<file path="config.mk">
export PLATFORM = sky130hd
export DESIGN_NAME = phy_mgmt_controller
export DESIGN_NICKNAME = d
export VERILOG_FILES = /design/src/rtl/phy_mgmt_controller.sv
export SDC_FILE = /design/constraint.sdc
export NUM_CORES = 1
export LEC_CHECK = 0
export CORE_MARGIN = 5
export CORE_UTILIZATION = 55
export DETAILED_ROUTE_END_ITERATION = 7
export PLACE_DENSITY = 0.72
export SKIP_LAST_GASP = 1
export SYNTH_ARGS = -nofsm -noshare
export SYNTH_HDL_FRONTEND = slang
export SYNTH_SLANG_ARGS = --single-unit
export TNS_END_PERCENT = 1
</file>
<file path="constraint.sdc">
create_clock -name clock -period 2.9 [get_ports clock]
set_input_delay 0.725 -clock clock [delete_from_list [all_inputs] [get_ports clock]]
set_output_delay 0.725 -clock clock [all_outputs]
set_load 0.05 [all_outputs]
</file>
<file path="src/rtl/phy_mgmt_controller.sv">
// PHY bring-up and MDIO management: hardware reset, settle wait, BMCR write, restart rewrites.
// Define PHY_LINK_POLL_EN to add periodic register 1 reads that drive link_up.
module phy_mgmt_controller #(
    parameter int unsigned CLK_DIV      = 25,
    parameter logic [4:0]  PHY_ADDR     = 5'd7,
    parameter int unsigned RESET_CYCLES = 20000,
    parameter int unsigned WAIT_CYCLES  = 200000,
    parameter logic [15:0] BMCR_VALUE   = 16'h1340
) (
    input  logic       clock,
    input  logic       reset,
    input  logic       an_restart_config,
    input  logic       eth_mdio_i,
    output logic       eth_mdio_o,
    output logic       eth_mdio_t,
    output logic       eth_mdc,
    output logic       eth_reset_n,
    output logic       init_done,
    output logic       busy,
    output logic       link_up,
    output logic [2:0] debug_state
);
    typedef enum logic [2:0] {
        PHY_RST    = 3'd0,
        PHY_WAIT   = 3'd1,
        CFG_WR     = 3'd2,
        IDLE       = 3'd3,
        RESTART_WR = 3'd4
`ifdef PHY_LINK_POLL_EN
        ,POLL_RD   = 3'd5
`endif
    } state_t;

    localparam logic [7:0]  DIV_LAST  = 8'(CLK_DIV - 1);
    localparam logic [31:0] RST_LAST  = 32'(RESET_CYCLES - 1);
    localparam logic [31:0] WAIT_LAST = 32'(WAIT_CYCLES - 1);

    state_t      state;
    logic [31:0] cnt;
    logic        restart_prev;
    logic        restart_rise;
    logic        pending;
    logic        poll_due;
    logic        launch;
    logic        launch_read;
    logic [63:0] launch_word;
    logic        frame_active;
    logic        frame_read;
    logic        frame_done;
    logic [7:0]  div_cnt;
    logic [5:0]  bit_idx;
    logic [63:0] shreg;
`ifdef PHY_LINK_POLL_EN
    logic [15:0] rd_shift;
    logic        last_sample;
    logic [19:0] poll_cnt;
`endif

    assign restart_rise = an_restart_config & ~restart_prev;
    assign debug_state  = state;

    // A frame is launched only from PHY_WAIT expiry or from IDLE; restart beats poll.
    always_comb begin
        launch      = 1'b0;
        launch_read = 1'b0;
        case (state)
            PHY_WAIT: launch = (cnt == WAIT_LAST);
            IDLE: begin
                if (pending) begin
                    launch = 1'b1;
                end else if (poll_due) begin
                    launch      = 1'b1;
                    launch_read = 1'b1;
                end
            end
            default: ;
        endcase
        launch_word = {32'hFFFF_FFFF, 2'b01, (launch_read ? 2'b10 : 2'b01), PHY_ADDR,
                       (launch_read ? 5'd1 : 5'd0), 2'b10, (launch_read ? 16'hFFFF : BMCR_VALUE)};
    end

    always_ff @(posedge clock or negedge reset) begin
        if (!reset) begin
            state        <= PHY_RST;
            cnt          <= '0;
            eth_reset_n  <= 1'b0;
            init_done    <= 1'b0;
            busy         <= 1'b1;
            restart_prev <= 1'b0;
            pending      <= 1'b0;
        end else begin
            restart_prev <= an_restart_config;
            // A new edge in the launch cycle survives the clear and yields one more write.
            pending <= (pending & ~(launch && (state == IDLE) && !launch_read)) | restart_rise;
            case (state)
                PHY_RST: begin
                    if (cnt == RST_LAST) begin
                        cnt         <= '0;
                        eth_reset_n <= 1'b1;
                        state       <= PHY_WAIT;
                    end else begin
                        cnt <= cnt + 32'd1;
                    end
                end
                PHY_WAIT: begin
                    if (launch) begin
                        cnt   <= '0;
                        state <= CFG_WR;
                    end else begin
                        cnt <= cnt + 32'd1;
                    end
                end
                CFG_WR: begin
                    if (frame_done) begin
                        state     <= IDLE;
                        init_done <= 1'b1;
                        busy      <= 1'b0;
                    end
                end
                IDLE: begin
                    if (launch) begin
                        busy <= 1'b1;
`ifdef PHY_LINK_POLL_EN
                        state <= launch_read ? POLL_RD : RESTART_WR;
`else
                        state <= RESTART_WR;
`endif
                    end
                end
                default: begin
                    if (frame_done) begin
                        state <= IDLE;
                        busy  <= 1'b0;
                    end
                end
            endcase
        end
    end

    // MDIO frame engine: bits advance on MDC fall, read data is taken on MDC rise.
    always_ff @(posedge clock or negedge reset) begin
        if (!reset) begin
            frame_active <= 1'b0;
            frame_read   <= 1'b0;
            frame_done   <= 1'b0;
            div_cnt      <= '0;
            bit_idx      <= '0;
            shreg        <= '0;
            eth_mdc      <= 1'b0;
            eth_mdio_o   <= 1'b1;
            eth_mdio_t   <= 1'b1;
`ifdef PHY_LINK_POLL_EN
            rd_shift     <= '0;
            last_sample  <= 1'b0;
`endif
        end else begin
            frame_done <= 1'b0;
`ifdef PHY_LINK_POLL_EN
            last_sample <= 1'b0;
`endif
            if (launch) begin
                frame_active <= 1'b1;
                frame_read   <= launch_read;
                div_cnt      <= '0;
                bit_idx      <= '0;
                eth_mdc      <= 1'b0;
                eth_mdio_o   <= launch_word[63];
                eth_mdio_t   <= 1'b0;
                shreg        <= {launch_word[62:0], 1'b0};
            end else if (frame_active) begin
                if (div_cnt == DIV_LAST) begin
                    div_cnt <= '0;
                    eth_mdc <= ~eth_mdc;
                    if (!eth_mdc) begin
`ifdef PHY_LINK_POLL_EN
                        if (frame_read && (bit_idx >= 6'd48)) begin
                            rd_shift    <= {rd_shift[14:0], eth_mdio_i};
                            last_sample <= (bit_idx == 6'd63);
                        end
`endif
                    end else if (bit_idx == 6'd63) begin
                        frame_active <= 1'b0;
                        frame_done   <= 1'b1;
                        eth_mdio_o   <= 1'b1;
                        eth_mdio_t   <= 1'b1;
                    end else begin
                        bit_idx    <= bit_idx + 6'd1;
                        eth_mdio_o <= shreg[63];
                        shreg      <= {shreg[62:0], 1'b0};
                        if (frame_read && (bit_idx >= 6'd45)) begin
                            eth_mdio_t <= 1'b1;
                        end
                    end
                end else begin
                    div_cnt <= div_cnt + 8'd1;
                end
            end
        end
    end

`ifdef PHY_LINK_POLL_EN
    always_ff @(posedge clock or negedge reset) begin
        if (!reset) begin
            poll_cnt <= '0;
            poll_due <= 1'b0;
            link_up  <= 1'b0;
        end else begin
            if (init_done) begin
                poll_cnt <= poll_cnt + 20'd1;
            end
            if (launch && launch_read) begin
                poll_due <= 1'b0;
            end else if (init_done && (poll_cnt == 20'hF_FFFF)) begin
                poll_due <= 1'b1;
            end
            if (last_sample) begin
                link_up <= rd_shift[2];
            end
        end
    end
`else
    logic unused_mdio_in;
    assign unused_mdio_in = eth_mdio_i;
    assign poll_due       = 1'b0;
    assign link_up        = 1'b0;
`endif
endmodule
</file>
==> flow_metrics.py <==
metrics = {
    "timing": {
        "setup_violations": 0,
        "post-route-min-period_ns": 2.62,
        "drv_slew": 0,
        "fmax_mhz": 381,
        "rsz0062_at_grt": "no",
        "slew_headroom_pct": 57.6,
        "worstMarginPinSlew_ns": 0.637,
        "tns_ns": 0,
        "period_share_pct": 90.4,
        "finalHoldViolCount": 0,
        "finClkSkew_ns": 0.00949,
    },
    "critical_path": {
        "cp.arrival_ns": 1.90,
        "path_delay_family": "buffers and inverters",
        "required_ns": 2.17,
        "critPathSlowestCell": "clkdlybuf4s50_1",
        "cp_cell_sequence": "clkdlybuf4s50_1",
        "cpPeakStageDelay_ns": 0.87,
        "worstSetupPathType": "reg2out",
        "critPathBufInv": 1,
        "cp-start-kind": "flop",
        "crit_path_max_fanout": 12,
        "r2r_slack_ns": 0.35,
        "crit_path_end_kind": "output pin",
    },
    "route": {
        "first_pass_iters": 5,
        "postRouteAntennaNets": 0,
        "viasPerCell": 5.55,
        "wire_per_inst_um": 14.1,
        "routed_wl_mm": 9.49,
        "drt_iter0_drc": 217,
        "drc": 0,
        "num_vias": 3743,
    },
    "cells_and_area": {
        "fillers": 728,
        "multi_input_area_um2": 2110,
        "nets": 558,
        "seqCellArea_um2": 2910,
        "area_growth_pct": 15.8,
        "drive_gt1_share_pct": 10.3,
        "n_antenna_cell": 0,
        "stdcell_count": 674,
    },
    "logic_synthesis": {
        "synthesis.area_um2": 5170,
        "yosys.area.top_type_share_pct": 54.7,
        "synthArstFlopShare_pct": 100,
        "netlist_instances": 543,
        "ys_ff_latch": 116,
        "synth_seq_area_share_pct": 56.2,
        "synth_edf_count": 0,
        "synth_warnings": 0,
        "avgSynthCellArea_um2": 9.52,
        "synth_top_area_cell": "dfrtp_1",
        "synth_area_leaders": "dfrtp_1 55%, nand2_1 10%, nand3_1 4.9%",
        "syn_nets": 551,
        "synth_flop_cell": "dfrtp_1",
        "yosysUniqueCellTypes": 49,
    },
    "pwr": {
        "total_power_uw": 3770,
        "ir_worst_vdd_mv": 0.411,
        "pwr_density_cell_nw_per_um2": 629,
        "power.leakage_uw": 0.00294,
    },
    "placed_design": {
        "routabilityCongestion": 0.839,
        "place_inst": 642,
        "port_buffers": 11,
        "place_hpwl_mm": 5.70,
    },
    "run": {
        "maxCapViolCount": 0,
    },
    "floorplanning": {
        "fp-row-count": 35,
        "fp.dieArea_um2": 11400,
        "fp.coreArea_um2": 9200,
        "die_y_um": 107,
        "io_pins": 14,
        "start_util_pct": 56.2,
        "die_w_um": 107,
    },
    "global_route": {
        "antenna_found_initial": 0,
        "grt_usage_pct": 18.5,
        "grt_remaining_overflow": 0,
        "grt_max_degree": 59,
        "grt_pass1_vias": 3611,
        "grt_pass1_wl_mm": 16.8,
    },
    "clock_network": {
        "cts_tree": "yes",
        "hold_buffers": 0,
        "clk_pin_slew_ns": 0.06,
        "cts-resized-gates": 0,
        "cts_sinks": 116,
        "cts-buffers-inserted": 17,
        "cts_buffer_depth": 2,
        "clk-insertion-delay-late_ns": 0.52,
        "cts_root_buffer": "clkbuf_8",
        "htree_levels": 4,
        "postCtsSetupRepairBufs": 0,
    },
    "status": {
        "status": "completed",
    },
    "worst_hold_path": {
        "hold_path.class": "in2async",
    },
}
-- registers in the layout, indices dropped and copies added (netlist names), 3 cells and up --
| signal | count |
|---|---|
| bit_idx | 6 |
| cnt | 32 |
| debug_state | 3 |
| div_cnt | 8 |
| shreg | 57 |
-- final timing paths --
check,from,endpoint,cells after the start
max,debug_state[1],debug_state[1],1
min,reset,div_cnt[6],1
max reg2reg,cnt[0],cnt[30],6
min reg2reg,restart_prev,pending,1
max in group asynchronous,reset,shreg[8],2
min in group clock,restart_prev,pending,1
-- logic make-up after synthesis --
family                     count (synthesis)  share of synthesized area, %
AOI/OAI and AO/OA                         41                          4.81
xor gates and xnor gates                  38                          6.58
adders and majority gates                  4                         0.968
buffers and inverters                     38                          3.34
DFF                                      116                          56.2
muxes                                      1                         0.218
other                                      1                        0.0725
and+or+nand+nor                          304                          27.8
-- cell usage in the layout, fill, tap and decap left out, types with 2 or more instances in the layout --
cell             count
nor3_1              12
clkdlybuf4s50_1     10
and3_1              13
ha_1                 4
nor2_2               2
dfstp_2              3
bufinv_16            4
nor2_1              38
or2_2                3
nand4_1             11
clkinv_2             6
xor2_1              19
clkbuf_1             3
buf_4                7
a21o_1               2
clkbuf_8             2
or4_1                3
inv_1                6
clkbuf_16           16
nor4_1               3
nor4bb_1             3
or3_1                2
and4_1               2
xnor2_1             18
nor3b_1              4
nand2_1            142
nor4b_1              3
nand3_1             51
dfrtp_1            113
a21oi_1             25
o21ai_0              7
buf_12               3
-- where the power goes --
part	internal [µW]	leakage, µW	switching, µW
logic	5.73	0.00105	33.8
clock network	1410	0.000295	700
registers	1620	0.00159	0.153
-- cells in the mapped netlist (4+ instances only) --
master and number:
nand2_1 142, dfrtp_1 113, nand3_1 51, nor2_1 39
a21oi_1 26, clkbuf_1 22, xor2_1 19, xnor2_1 18
and3_1 13, nor3_1 12, nand4_1 11, o21ai_0 7
inv_1 6, buf_2 5, ha_1 4, nor3b_1 4
-- routing by layer --
| layer | GRT usage [%] | vias up | wire [µm] |
|---|---|---|---|
| met3 | 4.52 | 17 | 385 |
| met1 | 25.0 | 1829 | 4390 |
| met5 | 0 | - | 0 |
| met2 | 28.1 | 74 | 4520 |
| li1 | - | 1823 | - |
| met4 | 8.95 | 0 | 193 |
-- stage by stage --
step	area (µm²)	setup slack, ns	util [%]	hold WS (ns)
2_1_floorplan	5170	0.293	-	0.400
3_3_place_gp	5390	0.389	58.6	0.406
3_5_place_dp	5390	0.384	58.6	0.419
4_1_cts	5990	0.236	65.1	0.232
5_1_grt	5990	0.190	65.1	0.274
6_report	5990	0.279	65.1	0.221
-- final cells by class --
cell class | count | share of cell area, %
clock buffer | 21 | 7.33
clock inverter | 11 | 2.63
inverter | 6 | 0.376
multi-input combinational | 389 | 35.2
sequential | 116 | 48.5
tap | 111 | 2.32
timing repair buffer | 20 | 3.55
Note: power is estimated with default switching activity, not from simulation.
==> RTL change 1 (config.mk and constraints unchanged) <==
One comparison of `cnt` changes from == to >=.
--- a/src/rtl/phy_mgmt_controller.sv
+++ b/src/rtl/phy_mgmt_controller.sv
@@ -66,3 +66,3 @@
         case (state)
-            PHY_WAIT: launch = (cnt == WAIT_LAST);
+            PHY_WAIT: launch = (cnt >= WAIT_LAST);
             IDLE: begin
Check against the original RTL: same outputs for any inputs over 10 cycles, from zero or initial values and one cycle with reset low; that may be too few to reach the edited logic, so the function may still have changed.
==> RTL change 1 against the original RTL <==
- critical path depth did not move
- sequential cell count is the same
- total power rose by 1.3%
- largest power group unchanged
- clock power grew 2%
- combinational power is 2% higher
- register-to-register slack gained 0.18 ns
- design area grew 6.2%
- non-clock buffer count decreased by 2
- routed wire length up 6.8%
- area after synthesis up 7.8%
- worst setup slack worse by 0.15 ns
- sequential share of layout area fell by 2.8 points
==> RTL change 1: results (changes against the original RTL) <==
stage	metric	value	unit	change
grt	pin count of the biggest net entering global routing	60		+1.7%
clocking	CTS Root Cell	clkbuf_8		
finish	area occupied by multi-input gates	0.00242	mm2	+15%
worst_setup_path	worst reg2reg path endpoint	debug_state[0]		
worst_setup_path	end of the critical path	debug_state[2]		
clocking	number of gates resized after cts	0		unchanged
power_and_ir_drop	worst vdd ir	0.478	mV	+16%
yosys	adder-cell area share of the yosys netlist	0.897	%	-0.070 points
worst_setup_path	Worst Path Arrival	2.04	ns	+0.14 ns
placement	dpl cell area	0.00574	mm2	+6.5%
finish	Plain + repair buffers	18		-10%
yosys	Post-synth ARST share	100	%	unchanged
detailed_routing	Detailed Route WL	10.1	mm	+6.8%
yosys	synth unique cells	51		+4.1%
grt	grt met1 use	23.5	%	-1.5 points
detailed_routing	WL/cell	13.9	um	-1.3%
finish	fillers	808		+11%
sta	Worst Skew	0.00900	ns	-0.000488 ns
yosys	Synth Area in Compound Gates	7.83	%	+3.0 points
grt	initial antenna violation count	0		unchanged
grt	vias in the first global route	3909		+8.3%
finish	Final nets	591		+5.9%
placement	pre-CTS setup slack	0.557	ns	+0.173 ns
placement	dpl hpwl	6.07	mm	+6.4%
yosys	Area contributors post-synth	dfrtp_1 51%, nand2_1 9.1%, xnor2_1 4.2%		
finish	multi-input gates	417		+7.2%
detailed_routing	Iter 0 DRT Violations	250		+15%
grt	M2 GR Usage	28.3	%	+0.21 points
power_and_ir_drop	total leakage power	2.97	nW	+1.1%
worst_setup_path	R2R setup slack	0.53	ns	+0.18 ns
grt	met3 Resource Use GR	5.13	%	+0.62 points
grt	first-pass GRT wire length	18.2	mm	+8.1%
sta	Worst-Margin Slew	0.719	ns	+0.0822 ns
worst_setup_path	worst r2r path cells	6		unchanged
finish	non-clock inverter count	13		+7
worst_setup_path	Worst Path Max Fanout	17		+5
finish	ClkCell Share	9.66	%	-0.31 points
finish	NonClk Buf Share	3.11	%	-0.44 points
yosys	xor and xnor area share after synthesis	5.65	%	-0.93 points
yosys	Syn Inst Count	576		+6.1%
placement	Cells after DPL	697		+8.6%
worst_setup_path	Worst path max stage delay	0.90	ns	+0.03 ns
yosys	register area share after synthesis	52.1	%	-4.1 points
worst_setup_path	Crit. Startpoint	debug_state[2]		
finish	fraction of layout cells with a size suffix above 1	16.1	%	+5.8 points
run_status	status	finished, final reports clean		
finish	Seq area share	45.7	%	-2.8 points
finish	clock buf count	20		-4.8%
yosys	Commonest cells post-synth	135 x nand2_1, 113 x dfrtp_1, 43 x nand3_1, 43 x nor2_1, 27 x xnor2_1		
[RTL change 1: cell count changes in the layout (fill, tap and decap cells not counted), moves of 8 or more]
cell,delta
and3_1,-8
a21oi_2,+19
nor2_2,+10
nand3_1,-9
xnor2_1,+9
a21oi_1,-14
nand3_2,+12
xor2_1,-10
[RTL change 1: metal layers]
metal	wire, um	vias up	part of all wire (%)
met4	99	0	0.98
met5	0	-	0
met1	4710	1943	46
li1	-	1943	-
met2	4990	61	49
met3	331	10	3.3
[RTL change 1: power groups by stage]
stage | Combinational (mW) | Clock (mW) | Sequential (mW)
after floorplan | 0.00407 | 0 | 1.65
after global placement | 0.0415 | 0 | 1.65
after detailed placement | 0.0427 | 0 | 1.65
after CTS | 0.0428 | 2.19 | 1.62
after global routing | 0.0480 | 2.28 | 1.62
final | 0.0402 | 2.15 | 1.62
==> RTL change 2 (same settings) <==
Made on the original files. The option `PHY_LINK_POLL_EN` is turned on by a define.
--- a/src/rtl/phy_mgmt_controller.sv
+++ b/src/rtl/phy_mgmt_controller.sv
@@ -2,2 +2,4 @@
 // Define PHY_LINK_POLL_EN to add periodic register 1 reads that drive link_up.
+`define PHY_LINK_POLL_EN
+
 module phy_mgmt_controller #(
Formal check against the unedited RTL: same outputs for any inputs over 10 cycles, from zero or initial values and one cycle with reset low; that may be too few to reach the edited logic, so the function may still have changed.
==> RTL change 2 against the original RTL <==
- critical path depth is 4 higher
- sequential cell count grew 33
- routed wire length is 33% higher
- register-to-register slack worse by 0.16 ns
- hold slack improved by 0.058 ns
- non-clock buffer count is 8 higher
- total power rose by 11%
- worst setup slack worse by 0.086 ns
- design area rose by 25%
- area after synthesis up 28%
- critical path type is now reg2reg
- critical endpoint is now rd_shift[0]
- largest cell class unchanged
- highest routed layer unchanged
==> RTL change 2: results (changes against the original RTL) <==
stage	metric	value	unit	change
run_status	status	finished, final reports clean		
worst_setup_path	Reg2Reg Launch Point	cnt[27]		
finish	flip-flop and latch count	149		+28%
finish	Non-Filler Instances	837		+24%
sta	Worst Skew	0.0130	ns	+0.00353 ns
finish	ClkCell Share	7.38	%	-2.6 points
power_and_ir_drop	top power group	sequential cells		
placement	Port Buf Inserts	13		+2
power_and_ir_drop	Power Combinational	0.0495	mW	+25%
worst_setup_path	Worst Path Max Fanout	10		-2
yosys	register area share after synthesis	56.4	%	+0.15 points
yosys	Syn Inst Count	658		+21%
finish	Final nets	688		+23%
sta	Max transition margin	42.4	%	-15 points
detailed_routing	Iter 0 DRT Violations	405		+87%
worst_setup_path	Crit. Startpoint	cnt[27]		
yosys	Syn Area/Cell	10.1	um2	+5.7%
worst_setup_path	CP max-delay cell	or4_1		
yosys	synth unique cells	54		+10%
placement	Cells after DPL	805		+25%
finish	NonClk Buf Share	3.59	%	+0.037 points
finish	Plain + repair buffers	28		+40%
worst_setup_path	R2R setup slack	0.19	ns	-0.16 ns
power_and_ir_drop	clock share of power	48.9	%	-7.0 points
yosys	Area contributors post-synth	dfrtp_1 55%, nand2_1 8.1%, nand3_1 5.0%		
worst_setup_path	Worst path max stage delay	0.68	ns	-0.19 ns
grt	first-pass GRT wire length	22.6	mm	+34%
placement	pre-CTS setup slack	0.205	ns	-0.179 ns
clocking	Skew-Pair Late Insertion Delay	0.42	ns	-0.10 ns
finish	fraction of layout cells with a size suffix above 1	8.84	%	-1.5 points
## RTL change 2: cell types whose count changed in the layout (fill, tap and decap cells not counted), sizes merged, moves of 3 or more
cell	delta
a21oi	-9
a2bb2oi	+12
and2	+3
buf	+6
bufinv	-3
clkbuf	+6
dfrtp	+33
ha	+3
inv	+7
mux2	+5
nand3	+16
o211ai	+15
xnor2	+18
## RTL change 2: critical path, delay by kind of cell, from the launching register on
family | cells | cell delay (ns)
flip-flops | 1 | 0.41
multiplexers | 1 | 0.36
AND/OR/NAND/NOR | 4 | 1.82
## RTL change 2: metal layers
| metal | track usage, % | up-vias | share of wire, % |
|---|---|---|---|
| met4 | 6.66 | 0 | 1.4 |
| met5 | 0 | - | 0 |
| met3 | 5.28 | 18 | 3.3 |
| met2 | 31.1 | 79 | 50 |
| met1 | 26.1 | 2319 | 46 |
| li1 | - | 2297 | - |
